==> src/rtl/clk_trigger_modulator.sv <==
// clk_trigger_modulator: programmable divided clock from fastclk.
// The period and high time are set at run time. A synchronized trigger
// selects the duty setting, gates the output or is ignored, depending on mode.
// Configuration and trigger are sampled only at period boundaries, so
// clk_out never produces a runt pulse.
// Optional feature macro: CLKMOD_GATE_EN. When it is defined, mode 10 gates
// whole periods low while the latched trigger is 1. When it is undefined,
// mode 10 behaves exactly like mode 00 and no gate logic is built.
module clk_trigger_modulator #(
  parameter int CNT_W       = 8,
  parameter int SYNC_STAGES = 2
) (
  input  logic             fastclk,
  input  logic             reset_n,
  input  logic             trigger,
  input  logic [CNT_W-1:0] div_n,
  input  logic [CNT_W-1:0] hi_idle,
  input  logic [CNT_W-1:0] hi_trig,
  input  logic [1:0]       mode,
  input  logic             cfg_load,
  output logic             cfg_ack,
  output logic             clk_out,
  output logic             period_start,
  output logic             trig_sync
);

  localparam logic [CNT_W-1:0] C_P_RST  = CNT_W'(4);
  localparam logic [CNT_W-1:0] C_HI_RST = CNT_W'(3);
  localparam logic [CNT_W-1:0] C_HT_RST = CNT_W'(1);
  localparam logic [CNT_W-1:0] C_P_MIN  = CNT_W'(2);
  localparam logic [1:0]       C_M_OFF  = 2'b11;

  logic [SYNC_STAGES-1:0] r_sync;

  // Active configuration
  logic [CNT_W-1:0] r_p, r_hi_idle, r_hi_trig;
  logic [1:0]       r_mode;
  // Shadow configuration
  logic [CNT_W-1:0] r_sh_p, r_sh_hi_idle, r_sh_hi_trig;
  logic [1:0]       r_sh_mode;
  logic             r_pending;

  logic [CNT_W-1:0] r_cnt, r_h_cur;
  logic             r_clk_out, r_period_start, r_cfg_ack;

  logic [CNT_W-1:0] w_div_clamped;
  logic [CNT_W-1:0] w_cnt_inc;
  logic             w_boundary, w_off, w_apply;
  logic [CNT_W-1:0] w_p_new, w_hi_idle_new, w_hi_trig_new;
  logic [1:0]       w_mode_new, w_mode_dec;
  logic [CNT_W-1:0] w_h_sel;
  logic [CNT_W-1:0] w_cnt_next, w_h_cur_next;
  logic             w_clk_next, w_ps_next, w_pending_next;

  assign w_div_clamped = (div_n < C_P_MIN) ? C_P_MIN : div_n;

  assign trig_sync    = r_sync[SYNC_STAGES-1];
  assign clk_out      = r_clk_out;
  assign period_start = r_period_start;
  assign cfg_ack      = r_cfg_ack;

  // Trigger synchronizer chain
  always_ff @(posedge fastclk or negedge reset_n) begin
    if (!reset_n) r_sync <= '0;
    else          r_sync <= {r_sync[SYNC_STAGES-2:0], trigger};
  end

  // Boundary detection, config application and next-period decode
  always_comb begin
    w_cnt_inc  = r_cnt + CNT_W'(1);
    w_boundary = (r_cnt == (r_p - CNT_W'(1)));
    // Off mode treats every edge as a config boundary, but the counter stays parked
    w_off      = (r_mode == C_M_OFF);
    w_apply    = r_pending && (w_boundary || w_off);

    if (w_apply) begin
      w_p_new       = r_sh_p;
      w_hi_idle_new = r_sh_hi_idle;
      w_hi_trig_new = r_sh_hi_trig;
      w_mode_new    = r_sh_mode;
    end else begin
      w_p_new       = r_p;
      w_hi_idle_new = r_hi_idle;
      w_hi_trig_new = r_hi_trig;
      w_mode_new    = r_mode;
    end

`ifdef CLKMOD_GATE_EN
    w_mode_dec = w_mode_new;
`else
    w_mode_dec = (w_mode_new == 2'b10) ? 2'b00 : w_mode_new;
`endif

    w_h_sel = w_hi_idle_new;
    case (w_mode_dec)
      2'b00:   w_h_sel = trig_sync ? w_hi_trig_new : w_hi_idle_new;
`ifdef CLKMOD_GATE_EN
      2'b10:   w_h_sel = trig_sync ? '0 : w_hi_idle_new;
`endif
      default: w_h_sel = w_hi_idle_new;
    endcase

    w_cnt_next   = w_cnt_inc;
    w_h_cur_next = r_h_cur;
    w_clk_next   = (w_cnt_inc < r_h_cur);
    w_ps_next    = 1'b0;

    // Parking at P-1 makes the first edge after leaving off mode a true boundary
    if (w_off || (w_boundary && (w_mode_new == C_M_OFF))) begin
      w_cnt_next   = w_p_new - CNT_W'(1);
      w_h_cur_next = '0;
      w_clk_next   = 1'b0;
    end else if (w_boundary) begin
      w_cnt_next   = '0;
      w_h_cur_next = w_h_sel;
      w_clk_next   = (w_h_sel != '0);
      w_ps_next    = 1'b1;
    end

    // A load on the applying edge re-arms pending for the following boundary
    w_pending_next = cfg_load ? 1'b1 : (w_apply ? 1'b0 : r_pending);
  end

  // Shadow capture on cfg_load; the last load before a boundary wins
  always_ff @(posedge fastclk or negedge reset_n) begin
    if (!reset_n) begin
      r_sh_p       <= C_P_RST;
      r_sh_hi_idle <= C_HI_RST;
      r_sh_hi_trig <= C_HT_RST;
      r_sh_mode    <= 2'b00;
      r_pending    <= 1'b0;
    end else begin
      if (cfg_load) begin
        r_sh_p       <= w_div_clamped;
        r_sh_hi_idle <= hi_idle;
        r_sh_hi_trig <= hi_trig;
        r_sh_mode    <= mode;
      end
      r_pending <= w_pending_next;
    end
  end

  // Active config, period counter and registered outputs
  always_ff @(posedge fastclk or negedge reset_n) begin
    if (!reset_n) begin
      r_p            <= C_P_RST;
      r_hi_idle      <= C_HI_RST;
      r_hi_trig      <= C_HT_RST;
      r_mode         <= 2'b00;
      r_cnt          <= C_P_RST - CNT_W'(1);
      r_h_cur        <= C_HI_RST;
      r_clk_out      <= 1'b0;
      r_period_start <= 1'b0;
      r_cfg_ack      <= 1'b0;
    end else begin
      if (w_apply) begin
        r_p       <= w_p_new;
        r_hi_idle <= w_hi_idle_new;
        r_hi_trig <= w_hi_trig_new;
        r_mode    <= w_mode_new;
      end
      r_cnt          <= w_cnt_next;
      r_h_cur        <= w_h_cur_next;
      r_clk_out      <= w_clk_next;
      r_period_start <= w_ps_next;
      r_cfg_ack      <= w_apply;
    end
  end

endmodule

==> config.mk <==
export PLATFORM = sky130hd
export DESIGN_NAME = clk_trigger_modulator
export DESIGN_NICKNAME = d
export VERILOG_FILES = /design/src/rtl/clk_trigger_modulator.sv
export SDC_FILE = /design/constraint.sdc
export NUM_CORES = 1
export LEC_CHECK = 0
export ABC_AREA = 1
export CAP_MARGIN = 10
export CORE_AREA = 2 2 96 98
export CTS_CLUSTER_DIAMETER = 80
export DETAILED_ROUTE_END_ITERATION = 16
export DIE_AREA = 0 0 98 100
export PLACE_DENSITY = 0.66
export SYNTH_ARGS = -nofsm -noshare
export SYNTH_HDL_FRONTEND = slang
export SYNTH_SLANG_ARGS = --single-unit
==> constraint.sdc <==
create_clock -name fastclk -period 2.6 [get_ports fastclk]
set_input_delay 0.39 -clock fastclk [delete_from_list [all_inputs] [get_ports fastclk]]
set_output_delay 0.39 -clock fastclk [all_outputs]
set_load 0.01 [all_outputs]
======== Word level (Yosys, flattened, before mapping) ========
Index checks and enable logic that the tools add are counted.
word-level totals
  register bits ........................... 74
  output and inout port bits .............. 4
cells by class
  add/subtract/negate cells ............... 3
  order comparisons ....................... 2
  eq/ne operators ......................... 4
  mux-type cells .......................... 18
  reduce and logical (&&, ||, !) cells .... 8
operator list
  kind                 number
  $mux 8               10
  $sub 8x1->8 const B  2
  $add 8x1->8 const B  1
  $eq 8x8->1           1
  $lt 8x2->1 const B   1
  $lt 8x8->1           1
  $reduce_bool 8->1    1
  $eq 2x2->1 const B   3
  $mux 1               6
  $mux 2               2
  $reduce_bool 2->1    2
  $logic_and 1x1->1    2
  $logic_not 2->1      1
  $logic_or 1x1->1     2

======== Logic depth before layout (Yosys ltp) ========
  depth after elaboration ................. 12
  gate-level depth with buffers ........... 25
  mapped depth without buffers ............ 23

======== Worst setup path before layout ========
No wires, ideal clock.
  kind .................................... register -> register
  start ................................... reg r_p[0]
  end ..................................... reg r_cnt[4]
  library setup time ...................... 0.132 ns
  arrival time ............................ 2.408 ns
  required time ........................... 2.468 ns
  path slack .............................. 0.060 ns
  cell stages (with the launch flop) ...... 23
  path buffers ............................ 2
  path through ............................ dfrtp_1 inv_2 ha_1 nand2_2 nor2_2 nand2_1 nand2_1 nand3b_1 nand2_1 nor2_2 nand2_2 nand2_4 nand2_4 buf_6 buf_8 nand2_1 o21ai_2 ha_1 inv_1 nor2_2 nand2_1 xor2_1 o22ai_2
between the ends
  cells in the longest elaborated chain, start to end .. 9
  elaborated cells between the ends (all ways) .. 12
ends and longest elaborated chain
  item                                                                 RTL line  RTL
  start, declared                                                      36        logic [CNT_W-1:0] r_p, r_hi_idle, r_hi_trig;
  start signal, assigned                                               157       r_p <= w_p_new;
  parallel branches: the longest is 8 deep, another holds $sub 8x1->8  n/a
  $mux 8 (*)                                                           109       if (w_off || (w_boundary && (w_mode_new == C_M_OFF))) begin
  net w_cnt_next[4]                                                    52        logic [CNT_W-1:0] w_cnt_next, w_h_cur_next;
  end signal, assigned                                                 150       r_cnt <= C_P_RST - CNT_W'(1);
  end signal, assigned                                                 162       r_cnt <= w_cnt_next;
  end, declared                                                        43        logic [CNT_W-1:0] r_cnt, r_h_cur;
Mark *: on every way through the listed nets, which the timed path passes.
A chain may end at the register's enable or synchronous reset.

======== Worst setup path after layout ========
  start ................................... reg r_p[0]
  end ..................................... reg r_clk_out (netlist: clk_out)
between the ends
  cells in the longest elaborated chain, start to end .. 12
  elaborated cells between the ends (all ways) .. 18
ends and longest elaborated chain
  item                  RTL line  RTL
  $sub 8x1->8 (*)       71        w_boundary = (r_cnt == (r_p - CNT_W'(1)));
  $eq 8x8->1 (*)        71
  $logic_or 1x1->1      74        w_apply = r_pending && (w_boundary || w_off);
  $logic_and 1x1->1     74
  $mux 2                76        if (w_apply) begin
  $eq 2x2->1            91        w_mode_dec = (w_mode_new == 2'b10) ? 2'b00 : w_mode_new;
  $mux 2                91
  $logic_not 2->1       95        case (w_mode_dec)
  $mux 8                95
  $reduce_bool 8->1     116       w_clk_next = (w_h_sel != '0);
  $mux 1                113       end else if (w_boundary) begin
  $mux 1 (*)            109
  net w_clk_next        53        logic w_clk_next, w_ps_next, w_pending_next;
  end signal, assigned  164       r_clk_out <= w_clk_next;
  end, declared         44        logic r_clk_out, r_period_start, r_cfg_ack;
The timed path passes the listed nets; every way through them passes the cells marked *.

==> flow_summary.toml <==
[outcome]
outcome = "finished with violations"
violations = "negative setup slack"

[synthesis]
synth_enable_flop_cells = 0
synthMostInstantiatedCell = "sky130_fd_sc_hd__nand2_1"
yosysUniqueCellTypes = 34
ys_seq_area_share_pct = 49.0
synth_top_cell_area_share_pct = 40.7
synth_area_per_cell_um2 = 8.08
synth.cells.most_frequent = "sky130_fd_sc_hd__nand2_1 (145), sky130_fd_sc_hd__inv_1 (79), sky130_fd_sc_hd__dfrtp_1 (62)"
synth_area_mm2 = 0.00381
synthArstFlopShare_pct = 100
largest_cells_by_area_after_synthesis = "sky130_fd_sc_hd__dfrtp_1 (41%), sky130_fd_sc_hd__nand2_1 (14%), sky130_fd_sc_hd__dfstp_2 (8.3%)"
seq_cells_post_synth = 74
netlist_instances = 472
yosys_warnings = 0
synth_top_area_cell = "sky130_fd_sc_hd__dfrtp_1"
synth-main-ff-cell = "sky130_fd_sc_hd__dfrtp_1"
syn_nets = 512

[sta]
fin_worst_skew_ns = 0.0125
rsz_0062_raised_after_global_routing = "yes"
timing.final.ws_setup_ns = -0.0460
max_freq_ghz = 0.378
period_share_pct = 102
setup_total_negative_slack_ns = -0.122
final_hold_viol_count = 0
finalWorstPathRequiredPeriod_ns = 2.65
max_slew_headroom_pct = 61.6
slew_violations = 0
finalSetupViolCount = 7
worst_slew_pin_slew_ns = 0.575

[pwr]
total_leakage_power_nw = 2.61
comb_power_share_pct = 6.3
power.net_switching_w = 0.000524
sequential_group_share_of_total_power_pct = 51.7
power_report.internal_total_w = 0.00183
ir_drop_v = 0.000421
power_switching_share_pct = 22.2
power.clock.fraction_pct = 42.0
power_density_mw_per_mm2 = 479
report.power.total_w = 0.00236

[setup_path]
crit_path_cell_trace = "buf_4 -> buf_4 -> nor2_1 -> nand3_1 -> nand3_1 -> nand2_1 -> nor2_2 -> nand2_2 -> nand2_4 -> nand2_8 -> buf_12 -> o21ai_4 -> nand2_1 -> nand2_2 -> nand2_2 -> nor2_2 -> nand3_1 -> nand2_1 -> inv_1"
critical_path_peak_fanout = 8
critPathRequiredTime_ns = 2.84
worstSetupPathType = "flop to flop"
timing.critical_path.to_type = "flop"
crit_path_start_kind = "flop"
critical_path.n_buffers_inverters = 4
critical-path-slowest-cell = "sky130_fd_sc_hd__dfrtp_1"
crit_arrival_ns = 2.89
critPathMaxStageDelay_ns = 0.41
timing.critical_path.max_delay_family = "simple AND/OR/NAND/NOR gates"

[clocking]
clockRootBuffer = "sky130_fd_sc_hd__clkbuf_8"
num_cts_buffers = 9
ctsHoldBuffers = 0
clock_tree.htree_level_count = 3
clk_latency_worst_skew_pair_ns = 0.35
cts_num_sinks = 74
cts_tree = "built"
worst_setup_hold_path_clk_slew_ns = 0.08
cts_buffer_depth = 2

[floorplan]
fp.coreArea_mm2 = 0.00889
row_count = 35
die_y_um = 100
die_w_um = 98
io_pins = 34
starting_density_pct = 42.9
floorplan.die_area_mm2 = 0.00980

[drt]
drtPass1Iterations = 6
route.met2.wl_um = 4540
wl_met1_um = 3730
finalWirelength_um = 8650
vias_per_cell = 4.86
drc = 0
drtIter0Drc = 144
route.vias.total = 3163
met3WireLength_um = 228
post_drt_wl_per_cell_um = 13.3
ant_nets = 0
dr.max_layer_used = "met4"

[layout]
fillCellCount = 776
syn2layout_area_growth_pct = 29.0
final_standard_cell_area_without_fillers_mm2 = 0.00492
sequential_cell_area_mm2 = 0.00187
post_route_cells_drive_above_1_share_pct = 22.8
multiInputGateArea_mm2 = 0.00173
finish.net_count = 575
antennaDiodeCount = 0

[global_routing]
grt_pass1_wl_um = 14000
grt_max_degree = 39
grt_pass1_vias = 3013
grt_antenna_before_repair = 0
grt_use_total_pct = 17.9
grt_remaining_overflow = 0

[placement]
postPlaceCellArea_mm2 = 0.00436
dp.final_hpwl_um = 6190
place.gp.congestion = 0.904
pre_cts_ws_ns = -0.0389
placement.io_buffers = 33

[flow_run]
drv.max_cap_violation_count = 0

[min_path]
min_path_type = "input port to async pin"
[flip-flops by register name, indices dropped and copies added (netlist names)]
name and flops:
r_sync 2, r_mode 2, period_start 1, cfg_ack 1, r_h_cur 8, r_cnt 8
r_sh_hi_idle 8, clk_out 1, r_sh_mode 2, r_sh_hi_trig 8, r_hi_idle 8, r_pending 1
r_sh_p 8, r_hi_trig 8, r_p 8
[power by group through the flow]
stage	Sequential, W	Combinational (W)	Clock (W)
floorplan	0.00123	0.0000564	0
global placement	0.00123	0.000143	0
detailed placement	0.00123	0.000146	0
CTS	0.00121	0.000146	0.00101
global route	0.00122	0.000172	0.00107
finish	0.00122	0.000149	0.000990
[worst paths after layout]
path                              endpoint  slack (ns)  cells after the start  startpoint
setup / recovery                   clk_out       -0.05                     19      r_p[0]
hold / removal             r_sh_hi_trig[6]        0.09                      2     reset_n
min in group fastclk             r_sync[1]        0.35                      0   r_sync[0]
setup reg to reg                   clk_out       -0.05                     19      r_p[0]
max in group asynchronous           r_p[2]        2.14                      2     reset_n
hold reg to reg                  r_sync[1]        0.35                      0   r_sync[0]
[worst reg2reg max path, stage by stage (launching register included)]
cell and delay [ns]:
sky130_fd_sc_hd__dfrtp_1 0.41, sky130_fd_sc_hd__buf_4 0.14, sky130_fd_sc_hd__buf_4 0.12, sky130_fd_sc_hd__nor2_1 0.19, sky130_fd_sc_hd__nand3_1 0.11, sky130_fd_sc_hd__nand3_1 0.09, sky130_fd_sc_hd__nand2_1 0.09, sky130_fd_sc_hd__nor2_2 0.15
sky130_fd_sc_hd__nand2_2 0.10, sky130_fd_sc_hd__nand2_4 0.15, sky130_fd_sc_hd__nand2_8 0.12, sky130_fd_sc_hd__buf_12 0.19, sky130_fd_sc_hd__o21ai_4 0.16, sky130_fd_sc_hd__nand2_1 0.09, sky130_fd_sc_hd__nand2_2 0.10, sky130_fd_sc_hd__nand2_2 0.05
sky130_fd_sc_hd__nor2_2 0.10, sky130_fd_sc_hd__nand3_1 0.07, sky130_fd_sc_hd__nand2_1 0.07, sky130_fd_sc_hd__inv_1 0.03
[cells by family after synthesis]
logic type	after synthesis	synth area share (%)
AO/OA/AOI/OAI	66	10.8
XOR/XNOR	10	2.30
adder cells (fa/ha/maj)	10	3.28
buffers and inverters	99	10.8
flip-flops	74	49.0
AND/OR/NAND/NOR	213	23.9
[area by class of cell]
cell class                      count  share of cell area (%)
Sequential cell                    74                    37.9
Multi-Input combinational cell    300                    35.2
Timing Repair Buffer               64                    12.9
Inverter                           86                    6.61
Clock buffer                       12                    2.95
Tap cell                          111                    2.82
Clock inverter                      4                    1.55
[layout by cell type, fill, tap and decap left out, types with 2 or more instances in the layout]
master / n
sky130_fd_sc_hd__a21oi_1: 5
sky130_fd_sc_hd__nand3_1: 33
sky130_fd_sc_hd__o22ai_1: 7
sky130_fd_sc_hd__buf_12: 2
sky130_fd_sc_hd__clkbuf_8: 10
sky130_fd_sc_hd__o21ai_1: 12
sky130_fd_sc_hd__ha_1: 8
sky130_fd_sc_hd__ha_4: 2
sky130_fd_sc_hd__buf_4: 24
sky130_fd_sc_hd__nand2_1: 127
sky130_fd_sc_hd__a22o_1: 2
sky130_fd_sc_hd__buf_6: 2
sky130_fd_sc_hd__nor2_1: 10
sky130_fd_sc_hd__nand3b_1: 4
sky130_fd_sc_hd__xor2_1: 9
sky130_fd_sc_hd__dfrtp_1: 62
sky130_fd_sc_hd__clkbuf_1: 2
sky130_fd_sc_hd__bufinv_16: 2
sky130_fd_sc_hd__nor2_4: 2
sky130_fd_sc_hd__clkbuf_16: 2
sky130_fd_sc_hd__nand2_2: 22
sky130_fd_sc_hd__o21ai_2: 7
sky130_fd_sc_hd__nand2_4: 2
sky130_fd_sc_hd__clkinv_1: 2
sky130_fd_sc_hd__clkdlybuf4s50_1: 32
sky130_fd_sc_hd__dfstp_2: 12
sky130_fd_sc_hd__nor2_2: 7
sky130_fd_sc_hd__inv_2: 9
sky130_fd_sc_hd__nand3_4: 2
sky130_fd_sc_hd__inv_1: 74
sky130_fd_sc_hd__o21ai_4: 8
sky130_fd_sc_hd__o21ai_0: 21
sky130_fd_sc_hd__nand4_1: 2
[timing repair]
item                                    4_1_cts  5_1_grt
gates cloned                                  0        3
setup buffers                                 0        6
pin swaps                                     0       22
endpoints found under the setup margin        5       18
gates resized for setup                      10       48
[through the flow]
stage | util (%) | hold WS (ns) | std cells
after floorplan | - | 0.0944 | 472
after global placement | 49.1 | 0.333 | 626
after detailed placement | 49.1 | 0.335 | 626
after CTS | 52.1 | 0.0841 | 642
after global routing | 55.3 | 0.0939 | 651
final | 55.3 | 0.0937 | 651
[per-layer routing]
layer  vias to the layer above  GRT usage (%)
li1                       1597              -
met1                      1489           22.0
met2                        63           31.5
met3                        14           3.41
met4                         0           6.41
met5                         -              0
No activity file was read; power rests on OpenSTA's default activity.
